## src/rtl/block_section_ctrl.sv

```systemverilog
// rtl/block_section_ctrl.sv - single-track block section controller with fail-safe FAULT latch
// Optional CODED_LAMP_EN: pulse-coded proceed lamp during GRANT instead of a steady lamp.
module block_section_ctrl #(
  parameter int CLEAR_CYC = 4,
  parameter int GRANT_TMO = 16,
  parameter int GUARD_CYC = 3,
  parameter int CNT_W     = 5
) (
  input  logic       clk,
  input  logic       rst_n,
  input  logic       req_e,
  input  logic       req_w,
  input  logic       occupied,
  input  logic       track_fault,
  output logic       grant_e,
  output logic       grant_w,
  output logic       lamp_e,
  output logic       lamp_w,
  output logic       busy,
  output logic       fault,
  output logic [2:0] state
);

  localparam logic [2:0] S_IDLE      = 3'd0;
  localparam logic [2:0] S_CLEAR_CHK = 3'd1;
  localparam logic [2:0] S_GRANT     = 3'd2;
  localparam logic [2:0] S_OCCUPIED  = 3'd3;
  localparam logic [2:0] S_RELEASE   = 3'd4;
  localparam logic [2:0] S_FAULT     = 3'd5;

  localparam logic [CNT_W-1:0] CLR_LAST = CNT_W'(CLEAR_CYC - 1);
  localparam logic [CNT_W-1:0] TMO_LAST = CNT_W'(GRANT_TMO - 1);
  localparam logic [CNT_W-1:0] GRD_LAST = CNT_W'(GUARD_CYC - 1);
  localparam logic [CNT_W-1:0] CNT_ONE  = CNT_W'(1);

  // side encoding: 0 = east, 1 = west
  logic [2:0]       state_n;
  logic [CNT_W-1:0] cnt_q, cnt_n;
  logic             win_q, win_n;
  logic             last_q, last_n;
  logic             win_req;
  logic             lamp_on_n;

  assign win_req = win_q ? req_w : req_e;

  always_comb begin
    state_n = state;
    cnt_n   = cnt_q;
    win_n   = win_q;
    last_n  = last_q;
    if (track_fault) begin
      state_n = S_FAULT;
    end else begin
      case (state)
        S_IDLE: begin
          if (occupied) begin
            state_n = S_FAULT;
          end else if (req_e || req_w) begin
            state_n = S_CLEAR_CHK;
            cnt_n   = '0;
            if (req_e && !req_w)      win_n = 1'b0;
            else if (req_w && !req_e) win_n = 1'b1;
            else                      win_n = ~last_q;
          end
        end
        S_CLEAR_CHK: begin
          if (!win_req) begin
            state_n = S_RELEASE;
            cnt_n   = '0;
            last_n  = win_q;
          end else if (occupied) begin
            cnt_n = '0;
          end else if (cnt_q == CLR_LAST) begin
            state_n = S_GRANT;
            cnt_n   = '0;
          end else begin
            cnt_n = cnt_q + CNT_ONE;
          end
        end
        S_GRANT: begin
          if (occupied) begin
            state_n = S_OCCUPIED;
          end else if (cnt_q == TMO_LAST) begin
            state_n = S_RELEASE;
            cnt_n   = '0;
            last_n  = win_q;
          end else begin
            cnt_n = cnt_q + CNT_ONE;
          end
        end
        S_OCCUPIED: begin
          if (!occupied) begin
            state_n = S_RELEASE;
            cnt_n   = '0;
            last_n  = win_q;
          end
        end
        S_RELEASE: begin
          // a train still on the track re-arms the full stop-hold period
          if (occupied) begin
            cnt_n = '0;
          end else if (cnt_q == GRD_LAST) begin
            state_n = S_IDLE;
            cnt_n   = '0;
          end else begin
            cnt_n = cnt_q + CNT_ONE;
          end
        end
        S_FAULT: state_n = S_FAULT;
        default: state_n = S_FAULT;
      endcase
    end
  end

`ifdef CODED_LAMP_EN
  // lit on GRANT entry, then alternate so a stuck lamp never shows proceed
  assign lamp_on_n = (state_n == S_GRANT) && ((state != S_GRANT) || !(lamp_e || lamp_w));
`else
  assign lamp_on_n = (state_n == S_GRANT);
`endif

  always_ff @(posedge clk or negedge rst_n) begin
    if (!rst_n) begin
      state   <= S_IDLE;
      cnt_q   <= '0;
      win_q   <= 1'b0;
      last_q  <= 1'b1;
      grant_e <= 1'b0;
      grant_w <= 1'b0;
      lamp_e  <= 1'b0;
      lamp_w  <= 1'b0;
      busy    <= 1'b0;
      fault   <= 1'b0;
    end else begin
      state   <= state_n;
      cnt_q   <= cnt_n;
      win_q   <= win_n;
      last_q  <= last_n;
      grant_e <= (state_n == S_GRANT) && !win_n;
      grant_w <= (state_n == S_GRANT) && win_n;
      lamp_e  <= lamp_on_n && !win_n;
      lamp_w  <= lamp_on_n && win_n;
      busy    <= (state_n != S_IDLE);
      fault   <= (state_n == S_FAULT);
    end
  end

endmodule
```

## config.mk

```make
export PLATFORM = sky130hd
export DESIGN_NAME = block_section_ctrl
export DESIGN_NICKNAME = d
export VERILOG_FILES = /design/src/rtl/block_section_ctrl.sv
export SDC_FILE = /design/constraint.sdc
export NUM_CORES = 1
export LEC_CHECK = 0
export ABC_CLOCK_PERIOD_IN_PS = 2000
export CAP_MARGIN = 20
export CORE_MARGIN = 10
export CORE_UTILIZATION = 40
export DETAILED_ROUTE_END_ITERATION = 6
export SYNTH_ARGS = -nofsm -noshare
export SYNTH_HDL_FRONTEND = slang
export SYNTH_SLANG_ARGS = --single-unit
```

## constraint.sdc

```tcl
create_clock -name clk -period 2 [get_ports clk]
set_clock_uncertainty 0.2 [all_clocks]
set_input_delay 0.6 -clock clk [delete_from_list [all_inputs] [get_ports clk]]
set_output_delay 0.6 -clock clk [all_outputs]
set_load 0.005 [all_outputs]
```

### After elaboration in Yosys (flattened, before gate mapping)

Index checks and enable logic that the tools add are counted.

| word-level totals | value |
|---|---|
| bits in registers | 14 |
| bits of input ports | 6 |
| output and inout port bits | 9 |
| logic and storage cells | 75 |

| operators by class | value |
|---|---|
| add/subtract/negate cells | 1 |
| equal/unequal tests | 15 |
| mux-type cells | 35 |
| bitwise operators | 2 |
| reduce and logical (&&, ||, !) cells | 14 |

Operators with widths:

| cell | count |
|---|---|
| 5-bit two-way mux | 10 |
| 3-bit two-way mux | 11 |
| 5-bit case mux with 5 select lines | 1 |
| 3-bit case mux with 5 select lines | 1 |
| 2-bit inequality test, second input constant | 6 |
| 6-bit AND reduction | 2 |
| 1-bit two-way mux | 11 |
| 5-bit by 2-bit equality test with 1-bit output, second input constant | 2 |
| 3-bit by 2-bit equality test with 1-bit output, second input constant | 3 |
| 3-bit equality test, second input constant | 2 |
| 3-bit nonzero test | 2 |
| 5-bit by 1-bit adder with 5-bit output, second input constant | 1 |
| 5-bit by 4-bit equality test with 1-bit output, second input constant | 1 |
| 5-bit nonzero test | 1 |
| 1-bit logical AND | 4 |
| 3-bit by 1-bit equality test with 1-bit output, second input constant | 1 |
| 1-bit zero test | 3 |
| 3-bit zero test | 1 |
| 1-bit case mux with 3 select lines | 1 |
| 1-bit inverter | 2 |
| 1-bit logical OR | 1 |

### Depth between registers and ports, before layout

| logic depth | value |
|---|---|
| word-level depth | 10 |
| gate-level depth with buffers | 8 |
| mapped depth without buffers | 8 |

### Worst setup path before layout

OpenSTA, ideal clock, no wires.

| timing | value |
|---|---|
| path type | register to register |
| start | reg cnt_q[1] |
| end | reg cnt_q[2] |
| library setup time | 0.104 ns |
| arrival | 1.911 ns |
| required time | 1.696 ns |
| slack | -0.214 ns |
| cell stages (with the launch flop) | 8 |
| path buffers | 0 |
| clock period less this slack | 2.214 ns |
| cell sequence | dfrtp_1 -> ha_1 -> and3_1 -> ha_1 -> or4b_1 -> o21ai_1 -> o21ai_1 -> o311ai_1 |

| on the way | value |
|---|---|
| longest elaborated chain between the ends | 5 |
| elaborated cells between the ends (all ways) | 12 |
| those cells by class | add/sub: 1; eq/ne: 3; mux: 8 |

Ends and longest elaborated chain:

| what | RTL line | source |
|---|---|---|
| start: declaration | 38 | `logic [CNT_W-1:0] cnt_q, cnt_n;` |
| start signal: assignment | 136 | `cnt_q <= cnt_n;` |
| 5-bit by 1-bit adder with 5-bit output / 5-bit by 2-bit equality test with 1-bit output (equally long branches) | n/a |  |
| 5-bit two-way mux | 73 | `end else if (cnt_q == CLR_LAST) begin` |
| 5-bit two-way mux | 71 | `end else if (occupied) begin` |
| 5-bit two-way mux | 67 | `if (!win_req) begin` |
| 5-bit case mux with 5 select lines (*) | 54 | `case (state)` |

Mark *: on every way between the ends. The rest lies on a longest branch, timed or not. The select of a mux whose other input is x is not followed.
A chain may end at the register's enable or synchronous reset.

### Worst setup path in the final report

| timing | value |
|---|---|
| start | reg cnt_q[0] |
| end | reg cnt_q[2] |

The elaborated chain is that of the path after synthesis.

==> results.ini <==
[run_status]
status = finished with violations
violations = negative setup slack

[global_route]
grt_pass1_vias = 976
grt_first_pass_wirelength_um = 4491
antenna_found_initial = 0
grt-ovfl-total = 0
grt_max_degree = 15
grt.total_usage_pct = 10.68

[logic_synthesis]
syn_inst = 103
synth_top_area_share_pct = 31.90
synth-warning-count = 0
synth_ff_type = dfrtp_1
syn_nets = 113
ys_seq_elements = 14
yosysMostFrequentCell = dfrtp_1
ys_top_cells_by_count = dfrtp_1 (13), inv_1 (9), nor2_1 (7)
synth_edf_count = 0
post-synth-top-area-cell = dfrtp_1
synth_area_leaders = dfrtp_1 (32%), ha_1 (4.9%), inv_1 (3.3%)
ys_async_sr_fraction_pct = 100.0
synth_area_um2 = 1020
yosys.cell_types.count = 51
avgSynthCellArea_um2 = 9.900
yosysSeqAreaShare_pct = 34.48

[sta]
finalMaxSlewViolations = 0
rsz0062_at_grt = true
fin_crit_sh_pct = 107.5
fin_crit_ps = 2150
fmax_mhz = 465.1
hold_ws_ps = 307.1
final.setup.worst_slack_ps = -150.0
tightest_slew_ps = 391.7
finalHoldViolCount = 0
setup_violations = 8
maxSlewHeadroom_pct = 73.69

[routing]
vias = 967
routed_via_density = 5.463
wire_per_inst_um = 15.24
drtIter0Drc = 74
post-route-drc-count = 0
ant_nets = 0
drt-total-wl_um = 2698
firstDrtPassIters = 4

[worst_setup_path]
crit_type = flop to flop
slowest_stage = or4b_4
crit_path_max_fanout = 4
critPathMaxStageDelay_ps = 510
worstPathArrival_ps = 2140
cp_top_family = simple AND/OR/NAND/NOR gates
timing.critical_path.buf_inv = 0
cp-start-kind = flop
cp-end-kind = flop
cp_data_required_time_ps = 1990
path_cells = ha_2, and3_4, ha_4, or4b_4, o211ai_4, o21ai_2, o311ai_2

[pwr]
p_sw_uw = 167.2
intPower_uw = 440.5
power.density_nw_per_um2 = 390.1
clkPwrFrac_pct = 28.1
combPwrFrac_pct = 20.5
ir_drop_mv = 0.3542
leakage_uw = 0.0006205
p_sw_share_pct = 27.51
seqPwrFrac_pct = 51.4

[placement]
dpl_cell_area_um2 = 1403
dp_hpwl_um = 2030
dp_cells = 166
gp_congestion = 0.7936
io_buffers = 14

[floorplanning]
io_pins = 15
coreArea_um2 = 2455
start_util_pct = 41.54
rows = 18
dieHeight_um = 70.49
die_area_um2 = 4969
die_w_um = 70.49

[clock_tree]
clkLatencyLatePin_ps = 270
cts.path.max_buffers = 2
cts.root.buffer_cell = clkbuf_4
htree_levels = 1
cts_hold_buf = 0
cts_tree = built
cts_sinks = 14
path_clk_slew_ps = 90
cts_buffers = 3

[cells_and_area]
fin_area_um2 = 1558
antennaDiodeCount = 0
finalNonFillerCells = 177
area_growth_pct = 52.76
layout-drive-gt1-share_pct = 44.90
final_nets = 158

[worst_hold_path]
hp-class = flop to flop

[run]
max_cap_violations = 0

==> tightest hold or removal path, delay by kind of cell, from the launching register on <==
| family | cells | cell delay, ps |
|---|---|---|
| flip-flops | 1 | 380 |
| AO/OA/AOI/OAI | 2 | 130 |
==> through the flow <==
stage	util [%]	worst slack (ps)	TNS (ps)	power [uW]
after CTS	60.60	-194.4	-1057	605.7
after floorplan	-	-90.67	-162.0	369.4
after global placement	57.14	-522.4	-5981	430.8
after detailed placement	57.14	-531.8	-6005	434.4
after global routing	63.46	-279.0	-1532	641.7
final	63.46	-150.0	-652.3	607.7
==> registers in the layout (all words and copies together), names as in the netlist <==
name and count:
cnt_q 5, state 3, busy 1, fault 1, lamp_e 1, lamp_w 1, last_q 1, win_q 1
==> power by group through the flow <==
stage	logic (uW)	registers, uW	clock network (uW)
2_1_floorplan	52.5	317	0
3_3_place_gp	113	317	0
3_5_place_dp	117	317	0
4_1_cts	120	312	174
5_1_grt	140	315	187
6_report	125	312	171
==> logic make-up after synthesis <==
kind of cell	share of synthesized area, %
simple gates	26.38
fa+ha+maj	4.908
flops	34.48
mux	0.9816
xor+xnor	0.8591
buf+inv	8.711
compound gates	23.68
==> layout by cell type (no fill, tap or decap), types with 3 or more instances in the layout <==
master	n
o211ai_1	3
clkbuf_4	3
nor2_1	7
buf_4	27
dfrtp_1	13
dlygate4sd2_1	4
clkdlybuf4s50_1	10
nor2b_1	3
o21ai_0	3
inv_1	9
buf_6	3
o31ai_1	3
==> final cells by class <==
type / instances / area (um^2)
clock buffers: 4 / 26.28
fillers: 211 / 897.1
inverters: 11 / 41.29
multi-input cells: 72 / 689.4
flip-flops and latches: 14 / 351.6
well taps: 30 / 37.54
repair buffers: 46 / 411.6
==> worst paths after layout <==
| check | start | end | slack, ps | depth (start not counted) |
|---|---|---|---|---|
| min in group asynchronous | rst_n | cnt_q[3] | 420 | 2 |
| max in group asynchronous | rst_n | last_q | 930 | 2 |
| worst min register to register | last_q | last_q | 310 | 2 |
| worst max register to register | cnt_q[0] | cnt_q[2] | -150 | 7 |
| worst max-delay path | cnt_q[0] | cnt_q[2] | -150 | 7 |
| worst min-delay path | last_q | last_q | 310 | 2 |
==> routing by layer <==
metal,vias up,track usage (%),wire length [um]
met5,-,0,0
met4,0,1.974,27
met3,4,2.542,154
met2,28,18.06,1312
met1,461,13.32,1204
li1,474,-,-
==> timing repair <==
| item | CTS | global route |
|---|---|---|
| setup buffers | 5 | 2 |
| resized for setup | 10 | 9 |
| endpoints found under the hold margin | 0 | 0 |
| pin swaps | 2 | 7 |
| setup endpoints to repair | 16 | 11 |
| cloned | 0 | 0 |
Note: power is estimated with default switching activity, not from simulation.
==> RTL change (config.mk and constraints unchanged) <==
`GRANT_TMO`: 16 -> 8.
--- a/src/rtl/block_section_ctrl.sv
+++ b/src/rtl/block_section_ctrl.sv
@@ -2,7 +2,7 @@
 // Optional CODED_LAMP_EN: pulse-coded proceed lamp during GRANT instead of a steady lamp.
 module block_section_ctrl #(
   parameter int CLEAR_CYC = 4,
-  parameter int GRANT_TMO = 16,
+  parameter int GRANT_TMO = 8,
   parameter int GUARD_CYC = 3,
   parameter int CNT_W     = 5
 ) (
Formal check against the unedited RTL: no difference found for any inputs over 10 cycles, from zero or initial values and one cycle with rst_n low; that may be too few to reach the edited logic, so the function may still have changed.
==> RTL change against the unedited design <==
  * Synthesized area shrank 2.8%
  * Sequential share of layout area increased by 1.8 points
  * Synthesized cell count fell by 4.9%
  * Sequential cell count did not move
  * Cell area decreased by 6.6%
  * Hold slack better by 0.052 ns
  * Utilization grew 0.48 points
  * Worst setup slack gained 0.18 ns
  * Wire length fell by 3.0%
  * Register-to-register slack better by 0.19 ns
  * Critical endpoint is now state[2]
Power is not compared: it rests on default switching activity, and its combinational part moved more than twofold at a synthesized area within 25%.
==> RTL change: results (changes against the unedited design) <==
Final layout
  – Ant. Diodes: 0 (unchanged)
  – Nets: 147 (was 158)
  – Final cell count without fillers: 166 (was 177)
  – Top Registers: cnt_q (5), state (3) (unchanged)
  – Layout cells sized above 1: 46.38% (was 44.90%)

Logic synthesis
  – Post-synthesis cell type count: 50 (was 51)
  – Most frequent cells after synthesis: dfrtp_1 (13), nand2_1 (8), inv_1 (6), nor2_1 (6), o211ai_1 (4) (was dfrtp_1 (13), inv_1 (9), nor2_1 (7))
  – Ranking of synthesized cells by area: dfrtp_1 (33%), buf_6 (3.4%), nand2_1 (3.0%) (was dfrtp_1 (32%), ha_1 (4.9%), inv_1 (3.3%))
  – Share of the yosys chip area belonging to registers: 35.48% (was 34.48%)
  – Synthesis Warnings: 0 (unchanged)
  – Post-synthesis cell count: 98 (was 103)
  – Synth async-reset ratio: 100.0% (unchanged)
  – Net Count, Synth: 106 (was 113)

Placed design
  – Port bufs: 14 (unchanged)
  – DP HPWL: 1821 um (was 2030 um)
  – Pre-CTS setup slack: -0.5771 ns (was -0.5318 ns)
  – Gp weighted congestion: 0.8121 (was 0.7936)
  – Inst Count DP: 155 (was 166)

Clocking
  – Worst-skew pair later-pin latency: 0.28 ns
  – Clock root buffer: clkbuf_4 (unchanged)
  – Clock transition at the registers of the reported paths: 0.09 ns (about the same)
  – Htree depth: 1 (unchanged)
  – CTS buffer count: 3 (unchanged)
  – Max Buffers Root-to-Sink: 2 (unchanged)

Setup path
  – Critical path's slowest cell: clkdlybuf4s50_1 (was or4b_4)
  – Cell count of the worst reg-to-reg path: 6 (was 7)
  – Cell family with most CP delay: buffers and inverters (was simple AND/OR/NAND/NOR gates)
  – Worst r2r dst: busy (was cnt_q[2])
  – Critical Path AT: 1.17 ns (was 2.14 ns)
  – CP max FO: 3 (was 4)
  – Max incr delay on CP: 0.52 ns
  – R2R Path Start: state[0] (was cnt_q[0])
  – Reg2reg setup slack: 0.04 ns (was -0.15 ns)

Hold path
  – Hold EP: cnt_q[1] (was last_q)
  – Worst hold path depth: 2 (unchanged)
  – Worst hold path type: register to register (unchanged)
  – Min-Delay Startpoint: cnt_q[1] (was last_q)

Routing
  – Avg WL per Cell: 15.77 um (was 15.24 um)
  – DR iter-0 viols: 39 (was 74)
  – 1st-pass router iterations: 4 (unchanged)
  – Vias: 935 (was 967)

Run status
  – Status: finished clean (was finished, violations left)

STA
  – Worst slew pin tran: 0.4676 ns (was 0.3917 ns)
  – Hold WS: 0.3586 ns (was 0.3071 ns)

Power
  – Leakage Power: between 0.6 and 0.7 nW
  – Worst-case vdd ir drop: 0.5461 mV
  – Sw frac: 37.86%

Global route
  – First-pass GRT wire length: 4022 um (was 4491 um)
  – Vias in the first global route: 854 (was 976)
  – Pin count of the biggest net entering global routing: 15 (unchanged)
  – Overall routing resource usage: 9.808% (was 10.68%)
  – Initial antenna violation count: 0 (unchanged)
RTL change: cell types whose count changed after synthesis, sizes merged, moves of 2 or more:
cell / unedited run / this run
nand2: 1 / 8
inv: 11 / 7
o21ai: 7 / 3
a211oi: 0 / 3
o31ai: 4 / 1
a41oi: 0 / 2
and2: 0 / 2
ha: 4 / 2
mux2: 0 / 2
nor2b: 4 / 2
or4b: 3 / 1
RTL change: final cells by class:
| cell class | instances | area, um^2 |
|---|---|---|
| multi-input combinational | 69 | 634.4 |
| clock buffer | 4 | 26.28 |
| fill | 176 | 820.8 |
| sequential | 14 | 354.1 |
| timing repair buffer | 44 | 379.1 |
| tap | 28 | 35.03 |
| inverter | 7 | 26.28 |
RTL change: metrics by stage:
stage / power (W) / instance area (um^2) / util, %
after floorplan: 0.0007264 / 997.2 / -
after global placement: 0.0009456 / 1279 / 56.18
after detailed placement: 0.0009537 / 1279 / 56.18
after CTS: 0.001175 / 1364 / 59.92
after global routing: 0.001365 / 1455 / 63.94
final: 0.001294 / 1455 / 63.94
RTL change: cell families (layout without fill, tap and decap cells):
logic type,count (synthesis),count (layout),synth area share [%]
muxes,3,3,3.283
adders and majority gates,2,2,2.525
and+or+nand+nor,37,37,26.14
AOI/OAI and AO/OA,27,27,23.24
buffers and inverters,15,55,9.343
DFF,14,14,35.48
RTL change: what timing repair did:
item	4_1_cts	5_1_grt
setup endpoints to repair	15	10
setup buffers	4	3
resized for setup	13	15
pin swaps	4	4
RTL change: how the worst max path moves through the flow:
| stage | startpoint | endpoint | slack (ns) | cells past startpoint |
|---|---|---|---|---|
| after global routing | cnt_q[2] | busy | -0.06 | 5 |
| after CTS | occupied | cnt_q[2] | -0.04 | 5 |
| after floorplan | occupied | busy | -0.03 | 6 |
| after detailed placement | occupied | cnt_q[2] | -0.58 | 5 |
| final | state[2] | state[2] | 0.03 | 1 |
| after global placement | occupied | busy | -0.55 | 6 |
RTL change: power groups by stage:
| stage | combinational (W) | clock (W) | sequential [W] |
|---|---|---|---|
| floorplan | 0.000337 | 0 | 0.000389 |
| global placement | 0.000508 | 0 | 0.000438 |
| detailed placement | 0.000517 | 0 | 0.000436 |
| CTS | 0.000589 | 0.000170 | 0.000415 |
| global route | 0.000747 | 0.000180 | 0.000437 |
| finish | 0.000697 | 0.000169 | 0.000427 |
RTL change: metal layers:
layer / track usage [%] / wire length [um] / vias to the layer above
met5: 0 / 0 / -
met4: 5.870 / 40 / 0
met3: 2.282 / 151 / 2
met2: 13.99 / 1250 / 20
met1: 12.85 / 1176 / 471
li1: - / - / 442
RTL change: tightest hold or removal path, stage by stage, from the launching register on:
cell	delay (ns)
dfrtp_1	0.40
nand2_1	0.08
o31ai_2	0.05
